`config.mk`:
```
export PLATFORM = sky130hd
export DESIGN_NAME = fifo_read_ctrl
export DESIGN_NICKNAME = d
export VERILOG_FILES = /design/src/rtl/fifo_read_ctrl.sv
export SDC_FILE = /design/constraint.sdc
export NUM_CORES = 1
export LEC_CHECK = 0
export BUFFER_PORTS_ARGS = -buffer_cell sky130_fd_sc_hd__buf_2
export CAP_MARGIN = 25
export CELL_PAD_IN_SITES_DETAIL_PLACEMENT = 1
export CELL_PAD_IN_SITES_GLOBAL_PLACEMENT = 2
export CORE_MARGIN = 4
export CORE_UTILIZATION = 39
export CTS_CLUSTER_DIAMETER = 200
export DETAILED_ROUTE_END_ITERATION = 16
export PLACE_DENSITY = 0.78
export SLEW_MARGIN = 20
export SYNTH_ARGS = -nofsm -noshare
export SYNTH_HDL_FRONTEND = slang
export SYNTH_SLANG_ARGS = --single-unit
```
`constraint.sdc`:
```
create_clock -name read_clk -period 4 [get_ports read_clk]
set_input_delay 0.4 -clock read_clk [delete_from_list [all_inputs] [get_ports read_clk]]
set_output_delay 0.4 -clock read_clk [all_outputs]
set_load 0.02 [all_outputs]
```
`src/rtl/fifo_read_ctrl.sv`:
```
// Read-side consumer for the asynchronous FIFO: pops words, absorbs the read latency and re-issues them on a valid/ready stream.
// Optional read-transfer counter (rd_count / rd_count_clr) is built when FIFO_RD_STATS_EN is defined.
module fifo_read_ctrl #(
   parameter int DATA_WIDTH = 8,
   parameter int RD_LATENCY = 1
`ifdef FIFO_RD_STATS_EN
   ,
   parameter int CNT_WIDTH  = 16
`endif
) (
   input  logic                  read_clk,
   input  logic                  reset,
   input  logic                  enable,
   input  logic                  r_empty,
   input  logic [DATA_WIDTH-1:0] fifo_data,
   output logic                  r_en,
   output logic [DATA_WIDTH-1:0] m_data,
   output logic                  m_valid,
   input  logic                  m_ready,
   output logic                  busy
`ifdef FIFO_RD_STATS_EN
   ,
   input  logic                  rd_count_clr,
   output logic [CNT_WIDTH-1:0]  rd_count
`endif
);

   localparam int BUF_DEPTH = RD_LATENCY + 1;
   localparam int PTR_W     = (BUF_DEPTH > 2) ? 2 : 1;
   localparam logic [PTR_W-1:0] PTR_LAST = PTR_W'(BUF_DEPTH - 1);
   localparam logic [2:0]       DEPTH_L  = 3'(BUF_DEPTH);

   typedef enum logic [1:0] {
      IDLE  = 2'd0,
      RUN   = 2'd1,
      DRAIN = 2'd2
   } state_t;

   state_t                r_state;
   state_t                w_state_nxt;
   logic [DATA_WIDTH-1:0] r_buf [BUF_DEPTH];
   logic [PTR_W-1:0]      r_wr_ptr;
   logic [PTR_W-1:0]      r_rd_ptr;
   logic [1:0]            r_occ;
   logic [1:0]            r_infl;
   logic [RD_LATENCY-1:0] r_dly;
   logic                  r_m_valid;
   logic [1:0]            w_occ_nxt;
   logic [1:0]            w_infl_nxt;
   logic [2:0]            w_level;
   logic                  w_pop;
   logic                  w_land;
   logic                  w_room;
   logic                  w_drained;

   function automatic logic [PTR_W-1:0] ptr_adv(input logic [PTR_W-1:0] p);
      return (p == PTR_LAST) ? {PTR_W{1'b0}} : p + PTR_W'(1);
   endfunction

   assign w_pop     = r_m_valid & m_ready;
   assign w_land    = r_dly[RD_LATENCY-1];
   // Level the buffer would hold if every outstanding read landed after this cycle's pop.
   assign w_level   = {1'b0, r_occ} + {1'b0, r_infl} - {2'b00, w_pop};
   assign w_room    = (w_level < DEPTH_L);
   assign w_occ_nxt = r_occ + {1'b0, w_land} - {1'b0, w_pop};
   assign w_infl_nxt = r_infl + {1'b0, r_en} - {1'b0, w_land};
   // Independent of r_en so the drain decision does not loop through the pop request.
   assign w_drained = (w_occ_nxt == 2'd0) && ((r_infl - {1'b0, w_land}) == 2'd0);

   assign m_valid = r_m_valid;
   assign m_data  = r_buf[r_rd_ptr];
   assign busy    = (r_state != IDLE);

   // Next-state and pop-request decode.
   always_comb begin
      w_state_nxt = r_state;
      r_en        = 1'b0;
      case (r_state)
         IDLE: begin
            if (enable) w_state_nxt = RUN;
            else        w_state_nxt = IDLE;
         end
         RUN: begin
            r_en = enable & ~r_empty & w_room;
            if (!enable) w_state_nxt = ((r_occ | r_infl) != 2'd0) ? DRAIN : IDLE;
            else         w_state_nxt = RUN;
         end
         DRAIN: begin
            if (enable)         w_state_nxt = RUN;
            else if (w_drained) w_state_nxt = IDLE;
            else                w_state_nxt = DRAIN;
         end
         default: w_state_nxt = IDLE;
      endcase
   end

   // State register.
   always_ff @(posedge read_clk or posedge reset) begin
      if (reset) r_state <= IDLE;
      else       r_state <= w_state_nxt;
   end

   // Read-latency delay line, output buffer, pointers and occupancy.
   always_ff @(posedge read_clk or posedge reset) begin
      if (reset) begin
         r_dly     <= '0;
         r_wr_ptr  <= '0;
         r_rd_ptr  <= '0;
         r_occ     <= 2'd0;
         r_infl    <= 2'd0;
         r_m_valid <= 1'b0;
         for (int i = 0; i < BUF_DEPTH; i++) r_buf[i] <= '0;
      end else begin
         r_dly[0] <= r_en;
         for (int i = 1; i < RD_LATENCY; i++) r_dly[i] <= r_dly[i-1];
         if (w_land) begin
            r_buf[r_wr_ptr] <= fifo_data;
            r_wr_ptr        <= ptr_adv(r_wr_ptr);
         end
         if (w_pop) r_rd_ptr <= ptr_adv(r_rd_ptr);
         r_occ     <= w_occ_nxt;
         r_infl    <= w_infl_nxt;
         r_m_valid <= (w_occ_nxt != 2'd0);
      end
   end

`ifdef FIFO_RD_STATS_EN
   // Saturating count of downstream transfers; clear wins over increment.
   always_ff @(posedge read_clk or posedge reset) begin
      if (reset)                          rd_count <= '0;
      else if (rd_count_clr)              rd_count <= '0;
      else if (w_pop && (rd_count != '1)) rd_count <= rd_count + CNT_WIDTH'(1);
   end
`endif

endmodule

```
=== After elaboration in Yosys (flattened, before gate mapping) ===
Cells that the tools add are included.

* Register bits after elaboration: 26
* Bits in latches: 0
* Memory bits (writable): 0
* Bits in read-only memories: 0
* Bits of input ports: 13
* Memories: 0

* Add/sub/neg operators: 9
* Multipliers: 0
* Div/mod/pow operators: 0
* $lt $le $gt $ge: 4
* Equal/unequal tests: 2
* Shift operators: 0
* Muxes and demuxes: 15
* Bitwise operators: 7
* Reduce and logical (&&, ||, !) cells: 8

{| class="wikitable"
|+ Operator list
! cell !! count
|-
| 2-to-1 mux 8 bit || 4
|-
| bitwise mux 16 bit || 1
|-
| demux 8 bit (select 1 bit) || 1
|-
| 2-to-1 mux 2 bit || 4
|-
| zero test 2 bit || 3
|-
| case mux 2 bit (3 select lines) || 1
|-
| nonzero test 2 bit || 3
|-
| subtractor 2 x 1 -> 2 bit || 3
|-
| adder 2 x 1 -> 2 bit || 2
|-
| greater-or-equal comparator 2 bit (second input constant) || 2
|-
| 2-to-1 mux 1 bit || 4
|-
| NOT 1 -> 2 bit || 2
|-
| adder 2 x 2 -> 3 bit || 1
|-
| bitwise AND 1 bit || 3
|-
| < comparator 3 x 2 -> 1 bit (second input constant) || 1
|-
| subtractor 3 x 1 -> 3 bit || 1
|-
| adder 1 bit (second input constant) || 2
|-
| == test 2 x 1 -> 1 bit (second input constant) || 1
|-
| == test 2 bit (second input constant) || 1
|-
| logical AND 1 bit || 2
|-
| < comparator 2 x 1 -> 1 bit (second input constant) || 1
|-
| OR 2 bit || 1
|-
| NOT 1 bit || 1
|}

=== Logic depth before layout (Yosys ltp) ===
* Word-level depth: 7
* Mapped depth: 8
* Mapped depth without buffers: 8

=== Least setup slack after synthesis ===
No wires, ideal clock.

* Path kind: reg2reg
* Start point: reg r_m_valid, in the netlist m_valid
* End point: reg r_infl[0]
* Data arrival time: 2.660 ns
* Path slack: 1.214 ns
* Cell stages (with the launch flop): 8
* Path buffers: 0
* Period minus slack after synthesis: 2.786 ns
* Cell sequence: dfrtp_1 > nand2_1 > nor2_1 > o21ai_0 > fa_1 > nand2_1 > nor4_1 > ha_1

* Cells in the longest elaborated chain, start to end: 7

{| class="wikitable"
|+ Ends and longest elaborated chain
! element !! line !! RTL
|-
| from (decl) || 47 || <nowiki>logic r_m_valid;</nowiki>
|-
| from (signal assigned) || 123 || <nowiki>r_m_valid <= (w_occ_nxt != 2'd0);</nowiki>
|-
| bitwise AND 1 bit || 60 || <nowiki>assign w_pop = r_m_valid & m_ready;</nowiki>
|-
| subtractor 3 x 1 -> 3 bit || 63 || <nowiki>assign w_level = {1'b0, r_occ} + {1'b0, r_infl} - {2'b00, w_pop};</nowiki>
|-
| < comparator 3 x 2 -> 1 bit || 64 || <nowiki>assign w_room = (w_level < DEPTH_L);</nowiki>
|-
| bitwise AND 1 bit || 84 || <nowiki>r_en = enable & ~r_empty & w_room;</nowiki>
|-
| 2-to-1 mux 1 bit || 78 || <nowiki>case (r_state)</nowiki>
|-
| named net r_en || 16 || <nowiki>output logic r_en,</nowiki>
|-
| adder 2 x 1 -> 2 bit || 66 || <nowiki>assign w_infl_nxt = r_infl + {1'b0, r_en} - {1'b0, w_land};</nowiki>
|-
| subtractor 2 x 1 -> 2 bit || 66 ||
|-
| named net w_infl_nxt[0] || 49 || <nowiki>logic [1:0] w_infl_nxt;</nowiki>
|-
| to (signal assigned) || 122 || <nowiki>r_infl <= w_infl_nxt;</nowiki>
|-
| to (decl) || 45 || <nowiki>logic [1:0] r_infl;</nowiki>
|}

The timed path passes the listed nets, and every way through them passes these cells.
A chain may end at the register's enable or synchronous reset.

=== Final worst setup path ===
* Start point: reg r_m_valid, in the netlist m_valid
* End point: out r_en

* Cells in the longest elaborated chain, start to end: 5

{| class="wikitable"
|+ Ends and longest elaborated chain
! element !! line
|-
| bitwise AND 1 bit || 60
|-
| subtractor 3 x 1 -> 3 bit || 63
|-
| < comparator 3 x 2 -> 1 bit || 64
|-
| bitwise AND 1 bit || 84
|-
| 2-to-1 mux 1 bit || 78
|-
| to (decl) || 16
|}

No other way between the ends.

==> impl_metrics.toml <==
[clocking]
cts.htree.levels = 1
cts_inserted_buffers = 3
cts_num_sinks = 26
tritoncts = "built"
clk_pin_slew_worst_paths_ps = 140
postCtsSetupBuffers = 0
clk_path_buf_depth = 2
cts_hold_buf = 0
clk_latency_ps = 320
clk_root_buffer_cell = "clkbuf_4"
post_cts_resized = 0

[floorplan]
rows = 20
core_area_mm2 = 0.00305
die-height_um = 64.3
die-area_mm2 = 0.00413
start_util_pct = 40.5
die_w_um = 64.3
ios = 24

[placement]
place_inst = 156
gp_congestion = 0.765
dpl_cell_area_mm2 = 0.00140
dpl.hpwl_mm = 1.75
portBuffers = 23

[logic_synthesis]
synth.cell_area_mm2 = 0.00124
synth_cell_types = 22
ys_ff_latch = 26
synth_area_per_cell_um2 = 13.6
ys_seq_area_share_pct = 52.6
synth_cells = 91
synth_warnings = 0
syn_nets = 110

[layout]
finalNonFillerCells = 161
nets = 137
n_antenna_cell = 0
postLayoutCellArea_mm2 = 0.00148
syn_to_final_growth_pct = 19.4
drive_gt1_share_pct = 48.7

[global_routing]
grt_overflow_total = 0
antenna_found_initial = 0
grt_pass1_vias = 850
grt.total_usage_pct = 12.7
grt_pass1_wl_mm = 4.06
grt_max_degree = 27

[pwr]
total_power_mw = 0.498
ir_drop_mv = 0.309
p_per_area_mw_per_mm2 = 337
p_leak_nw = 0.736

[timing]
finalCriticalPeriod_ps = 2830
slew_viol_final = 0
period_share_pct = 70.8
relSlewSlack_pct = 67.2
fin_setup_tns_ps = 0
finClkSkew_ps = 16.0
fmax_ghz = 0.353
whs_ps = 24.8
rsz0062_at_grt = "false"
setup_viol = 0
worstMarginPinSlew_ps = 487
hold_viol = 0

[critical_path]
end_kind = "output pin"
required_ps = 3600
reg2reg_setup_slack_ps = 1690
cp_max_fo = 4
start_kind = "flop"
reg2reg_to = "r_infl[1]"
critPathArrivalTime_ps = 2430
r2r_cells = 8
crit_type = "reg2out"
r2r_start = "m_valid"

[drt]
wl_per_cell_um = 14.0
vias = 752
firstDrtPassIters = 2
drc_errors = 0
wirelength_mm = 2.25
ant_nets = 0
detail_route.iter0.violations = 11
via_per_inst = 4.67

[job]
drv_cap = 0

[run_status]
status = "completed"

[hold_path]
hold_path_class = "in2async"
[cells in the final DEF (no fill, tap or decap)]
cell	netlist	final
buf_2	2	23
buf_16	0	1
xnor2_2	1	1
nor4_1	1	1
nand2b_1	1	1
nor2_1	2	2
inv_1	6	6
xor2_1	2	2
mux2_2	24	24
nor3_2	1	1
o21ai_0	1	1
clkbuf_4	0	3
fa_1	1	1
nand2_1	7	7
o41ai_2	1	1
xnor2_1	4	4
or2_2	1	1
a21boi_0	1	1
dfrtp_1	26	26
bufinv_16	0	1
nand3b_4	1	1
ha_1	5	5
a211o_1	1	1
a21oi_1	1	1
or2_1	1	1
[stage by stage]
step           util, %  setup WS [ps]
6_report          48.4           1170
5_1_grt           48.4            911
4_1_cts           47.5           1140
3_5_place_dp      45.7           1390
3_3_place_gp      45.7           1500
2_1_floorplan        -           1210
[flip-flops by register name (all words and copies together) (netlist names)]
signal    count
m_valid       1
r_buf        16
r_dly         1
r_infl        2
r_occ         2
r_rd_ptr      1
r_state       2
r_wr_ptr      1
[critical path: stages, from the launching register on]
cell,delay (ps)
dfrtp_1,450
nand2_1,130
nor2_1,170
o21ai_0,140
fa_1,490
nand2_1,50
nor4_1,430
buf_2,260
[per-layer routing]
layer  vias to the layer above  routed length [um]  global-route usage (%)
met5                         -                   0                       0
met4                         0                  13                    2.37
met3                         2                  95                    3.87
met2                        15                1110                    20.5
met1                       372                1030                    16.9
li1                        363                   -                       -
[synthesized netlist by cell type]
cell	n	area share, %
nand3b_4	1	1.6
a21boi_0	1	0.61
a21oi_1	1	0.40
ha_1	5	5.1
a211o_1	1	0.71
nor4_1	1	0.51
o41ai_2	1	1.3
mux2_2	24	22
nor3_2	1	0.81
o21ai_0	1	0.40
inv_1	6	1.8
or2_2	1	0.51
dfrtp_1	26	53
or2_1	1	0.51
nand2b_1	1	0.51
xnor2_1	4	2.8
xnor2_2	1	1.3
nor2_1	2	0.61
xor2_1	2	1.4
nand2_1	7	2.1
buf_2	2	0.81
fa_1	1	1.6
[layout make-up]
class | count | area, um2
repair buffers | 24 | 143
fillers | 341 | 1580
clock buffers | 3 | 22.5
clock inverters | 1 | 30.0
inverters | 6 | 22.5
well taps | 44 | 55.1
multi-input cells | 57 | 553
flip-flops and latches | 26 | 651
[logic make-up after synthesis]
| kind of cell | synth area share, % |
|---|---|
| AOI/OAI and AO/OA | 3.44 |
| xor gates and xnor gates | 5.57 |
| adders and majority gates | 6.68 |
| buffers and inverters | 2.63 |
| DFF | 52.6 |
| muxes | 21.9 |
| and+or+nand+nor | 7.19 |
[worst max path at each step]
stage / startpoint / end / slack [ps] / cells after the start
floorplan: m_valid / r_infl[0] / 1210 / 7
global placement: m_ready / r_en / 1500 / 8
detailed placement: m_ready / r_en / 1390 / 8
CTS: m_valid / r_en / 1140 / 7
global route: m_valid / r_en / 910 / 7
finish: m_valid / r_en / 1170 / 7
[where the power goes]
group / switching [mW] / internal, mW / total (mW)
Combinational: 0.0232 / 0.0221 / 0.0453
Clock: 0.0736 / 0.101 / 0.175
Sequential: 0.00515 / 0.273 / 0.278
(Power assumes the default switching activity.)
